File: src/rtl/reg_file.sv
// Register file with Y86-style write-back decode.
// Two write ports (E and M) are driven from the retiring instruction.
// Reads are combinational from stored state, with no bypass of same-cycle writes.
// The block also keeps a sticky halt flag and a saturating count of retired writes.
module reg_file #(
  parameter logic [63:0] RSP_INIT = 64'h0000_0000_0000_0200,
  parameter int unsigned NREG     = 15
) (
  input  logic        clk,
  input  logic        rst_n,
  input  logic        wb_en,
  input  logic [3:0]  icode,
  input  logic [3:0]  rA,
  input  logic [3:0]  rB,
  input  logic        cnd,
  input  logic [63:0] valE,
  input  logic [63:0] valM,
  output logic [63:0] reg_memrA,
  output logic [63:0] reg_memrB,
  output logic [63:0] reg_memr4,
  output logic        halted,
  output logic [15:0] wr_count
);

  localparam logic [3:0] REG_NONE = 4'hF;
  localparam logic [3:0] REG_RSP  = 4'h4;

  logic [63:0] regs_r [NREG];
  logic        halted_r;
  logic [15:0] wr_count_r;

  logic [3:0]  dst_e_s;
  logic [3:0]  dst_m_s;
  logic        is_halt_s;
  logic        we_e_s;
  logic        we_m_s;
  logic [1:0]  inc_s;
  logic [16:0] sum_s;
  logic [15:0] next_count_s;

  // A write target is real only when it names an implemented register.
  function automatic logic dst_valid(input logic [3:0] dst);
    return (dst != REG_NONE) && ({28'd0, dst} < NREG);
  endfunction

  // Decode write-back destinations from the retiring instruction code.
  always_comb begin
    dst_e_s   = REG_NONE;
    dst_m_s   = REG_NONE;
    is_halt_s = 1'b0;
    case (icode)
      4'h0: is_halt_s = 1'b1;
      4'h2: begin
        if (cnd) begin
          dst_e_s = rB;
        end else begin
          dst_e_s = REG_NONE;
        end
      end
      4'h3: dst_e_s = rB;
      4'h5: dst_m_s = rA;
      4'h6: dst_e_s = rB;
      4'h8: dst_e_s = REG_RSP;
      4'h9: dst_e_s = REG_RSP;
      4'hA: dst_e_s = REG_RSP;
      4'hB: begin
        dst_e_s = REG_RSP;
        dst_m_s = rA;
      end
      default: begin
        dst_e_s   = REG_NONE;
        dst_m_s   = REG_NONE;
        is_halt_s = 1'b0;
      end
    endcase
  end

  // Qualify port enables. Port M takes priority when both ports target one register.
  always_comb begin
    we_m_s = 1'b0;
    we_e_s = 1'b0;
    if (wb_en && !halted_r) begin
      we_m_s = dst_valid(dst_m_s);
      we_e_s = dst_valid(dst_e_s) && !(we_m_s && (dst_e_s == dst_m_s));
    end else begin
      we_m_s = 1'b0;
      we_e_s = 1'b0;
    end
  end

  // Compute the next write count, saturating at all-ones.
  always_comb begin
    inc_s = {1'b0, we_e_s} + {1'b0, we_m_s};
    sum_s = {1'b0, wr_count_r} + {15'd0, inc_s};
    if (sum_s[16]) begin
      next_count_s = 16'hFFFF;
    end else begin
      next_count_s = sum_s[15:0];
    end
  end

  // Register array, halt flag and write counter, with a synchronous reset.
  always_ff @(posedge clk) begin
    if (!rst_n) begin
      for (int i = 0; i < int'(NREG); i++) begin
        regs_r[i] <= (i == 32'sd4) ? RSP_INIT : 64'd0;
      end
      halted_r   <= 1'b0;
      wr_count_r <= 16'd0;
    end else begin
      for (int i = 0; i < int'(NREG); i++) begin
        if (we_e_s && (dst_e_s == i[3:0])) begin
          regs_r[i] <= valE;
        end
        if (we_m_s && (dst_m_s == i[3:0])) begin
          regs_r[i] <= valM;
        end
      end
      if (wb_en && !halted_r && is_halt_s) begin
        halted_r <= 1'b1;
      end
      wr_count_r <= next_count_s;
    end
  end

  // Combinational read ports. A select of "no register" or out of range reads zero.
  always_comb begin
    if (dst_valid(rA)) begin
      reg_memrA = regs_r[rA];
    end else begin
      reg_memrA = 64'd0;
    end
    if (dst_valid(rB)) begin
      reg_memrB = regs_r[rB];
    end else begin
      reg_memrB = 64'd0;
    end
  end

  assign reg_memr4 = regs_r[REG_RSP];
  assign halted    = halted_r;
  assign wr_count  = wr_count_r;

endmodule

File: config.mk
export PLATFORM = sky130hd
export DESIGN_NAME = reg_file
export DESIGN_NICKNAME = d
export VERILOG_FILES = /design/src/rtl/reg_file.sv
export SDC_FILE = /design/constraint.sdc
export NUM_CORES = 2
export LEC_CHECK = 0
export BUFFER_PORTS_ARGS = -buffer_cell sky130_fd_sc_hd__buf_2
export CAP_MARGIN = 20
export CORE_ASPECT_RATIO = 0.6
export CORE_MARGIN = 2
export CORE_UTILIZATION = 40
export CTS_CLUSTER_SIZE = 25
export DETAILED_ROUTE_END_ITERATION = 10
export HOLD_SLACK_MARGIN = 0.06
export SLEW_MARGIN = 20
export SYNTH_ARGS = -nofsm -noshare
export SYNTH_HDL_FRONTEND = slang
export SYNTH_SLANG_ARGS = --single-unit
export TNS_END_PERCENT = 5
File: constraint.sdc
create_clock -name clk -period 25.7 [get_ports clk]
set_clock_uncertainty 0.15 [all_clocks]
set_input_delay 1.285 -clock clk [delete_from_list [all_inputs] [get_ports clk]]
set_output_delay 1.285 -clock clk [all_outputs]
set_load 0.05 [all_outputs]
==> results.md <==
* Post-DR wirelength/cell at around 37 um
* Fin nets at 4692
* Setup TNS at 0 ns
* Reg2reg setup slack at approximately 21 ns
* Crit end category: output port
* Final Util at ~45%
* Max FO, Critical Path at 94
* Top cells by area, synth: edfxtp_1, mux4_2, o31ai_1
* Antenna-violating nets left at 0
* Root buf cell: clkbuf_16
* Status: finished clean
* Top-area cell type share of the netlist area at ~50%
* Core ar. at 144000 um2
* Leak at 0.0210 uW
* Sequential fraction of the synthesis area at 50.1%
* Initial core utilization at 40.3%
* Detailed Route WL at 246000 um
* Final period utilization at 28.3%
* Worst skew pair latency at 0.77 ns
* Total number of vias at about 47000
* Hold_sp: wr_count[12]
* CP Class: primary input to output port
* TritonCTS clock tree: yes
* Share of layout cells above drive strength 1 at 25.5%
* DRC at 0
* Synth Warn # at 0
* Hold Crit Depth at 2
* Min-delay worst type: flop to flop
* Fmax at 0.137 GHz
* Core Rows at 108
* Pins Over Slew Limit at 0
* Syn Inst Count at 4521
* Total CTS buffers at 98
* Hold Vio Cnt, Final at 0
* Net Count, Synth at 4667
* Min Clock Period, post-route at about 7.3 ns
* Relative slew slack at between 15 and 20%
* Final setup viols at 0
* MaxCap Viol Count at 0
* Hold_ws at 0.373 ns
* Reg2reg end: regs_r[10][14]
* Worst Tran Pin Value at 1.23 ns
* Hold Path End: wr_count[12]
* Peak ir drop on the vdd network at 65.2 uV
* All-Layer GR Usage at 32.5%
* Ys async rst share at 0%
* Number of gates resized after cts at 0
* Vias in the first global route at 43700
* Largest net degree at the start of global routing at approximately 160
* Total power at roughly 4300 uW
* Post-synth top area cell: edfxtp_1
* Total grt overflow at 0
* Fill count at approximately 13000
* Area of the multi-input gates at roughly 27000 um2
* H-tree depth at 3
* I/O pin count at 353
* Ys flop type: edfxtp_1
* Die height at 299 um
* Global-route wire length before repair at 344000 um
* Via/cell ratio at 7.09
* Worst path arrival time at 5.85 ns
* Clock transition at path regs at 0.07 ns
* CTS max path bufs at 3
* R2R Path Start: halted
* Die Area at 149000 um2
* Post-DP HPWL at 133000 um
* Die Width at 496 um
* Area Overhead vs Synth at 11.2%
* Distinct cells, synth at 63
* Antenna violations before repair at 38
* P per Cell Area at 66.0 nW/um2
* FF-to-FF path depth at 7
* Unrepaired setup endpoints after global routing: false
* Port Buffer Count at 352
* Placer Congestion at 0.842
* Post-synth EDFFs at between 900 and 1000
* Postcts setup bufs at 0
* Initial DRC count at between 8000 and 9000
* Clock sink count at 977
* First-pass DRT Iterations at 6
* WP data required at 24.26 ns
* Reg area at about 29000 um2
* Startpoint Class: primary input
* Synth Register Bits at a little under 1000
* Syn Area/Cell at 12.9 um2
* Hold-fix buffers at CTS at 0
* Post-Synthesis Cell Area at 58200 um2
power by group:
group	switching [uW]	internal (uW)	total, uW
logic	539	261	801
clock network	695	847	1540
registers	65.1	1860	1930
registers in the layout, summed over array words and instances, names as in the netlist:
name      cells
halted        1
regs_r      960
wr_count     16
cells in the mapped netlist, drive strengths merged (3+ instances only):
cell	n
a22o	256
dfxtp	17
edfxtp	960
nand2	842
mux2i	128
and2	3
clkinv	64
mux4	512
nand3b	6
nand3	73
o21ai	140
buf	221
o31ai	577
xor2	4
or4	4
a2111o	3
nor2b	133
nand2b	6
a31oi	3
a2111oi	11
nor2	13
a21oi	78
clkbuf	326
o211ai	5
or2	4
o41ai	66
nor4	3
nor3	9
or3	3
nand4	4
inv	10
xnor2	8
o31a	3
cell type report:
class                      count  area share, %
clock inverter                71           1.17
multi-input combinational   2923           41.3
inverter                      74          0.441
tap                         1925           3.72
timing repair buffer         472           4.32
antenna                       19         0.0735
sequential                   977           45.1
clock buffer                 112           3.94
worst max-delay path by stage:
stage                        start  slack (ns)            end
after global placement       rA[0]       18.38  reg_memrA[41]
after detailed placement     rA[0]       18.33  reg_memrA[43]
after floorplan           icode[3]       15.68  regs_r[14][0]
final                        rA[0]       18.42  reg_memrA[32]
after global routing         rA[0]       18.11  reg_memrA[31]
after CTS                    rA[0]       18.34  reg_memrA[41]
per-layer routing:
metal | routed length (um) | track usage, % | vias to the layer above
met4 | 11200 | 13.2 | 26
li1 | - | - | 18200
met3 | 38800 | 12.0 | 726
met2 | 102000 | 44.8 | 4365
met5 | 268 | 0.222 | -
met1 | 93200 | 46.1 | 23300
through the flow:
step                      worst slack (ns)  instances  area (um2)
final                                18.42       6573       64700
after global routing                 18.11       6567       64700
after CTS                            18.34       6552       64600
after detailed placement             18.33       6369       61300
after global placement               18.38       6369       61300
after floorplan                      15.68       4521       58200
worst max-delay path: stages:
cell and delay (ns):
buf_8 0.49, buf_12 0.67, buf_4 0.87, buf_4 0.77, mux4_2 0.60, mux4_2 0.52, nor2b_1 0.16, buf_2 0.25
cells in the final DEF (no fill, tap or decap), types with 90 or more instances in the layout:
cell       Yosys  routed
edfxtp_1     960     960
a22o_1       256     256
buf_2        138     345
o31ai_1      577     576
clkbuf_16      0     100
mux4_2       512     512
clkinv_1      64      90
mux2i_1      128     128
nor2b_1      133     133
o21ai_0      139     130
nand2_1      842     840
buf_4          8     115
cells by family (layout without fill, tap and decap cells):
family / count (synthesis) / after routing / share of synthesized area, %
buffers and inverters: 621 / 729 / 4.47
adder cells (fa/ha/maj): 2 / 2 / 0.0559
multiplexers: 640 / 640 / 22.0
flip-flops: 977 / 977 / 50.1
AO/OA/AOI/OAI: 1156 / 1156 / 14.9
other: 0 / 19 / 0
AND/OR/NAND/NOR: 1113 / 1113 / 8.24
XOR/XNOR: 12 / 12 / 0.181
(Power assumes the default switching activity.)
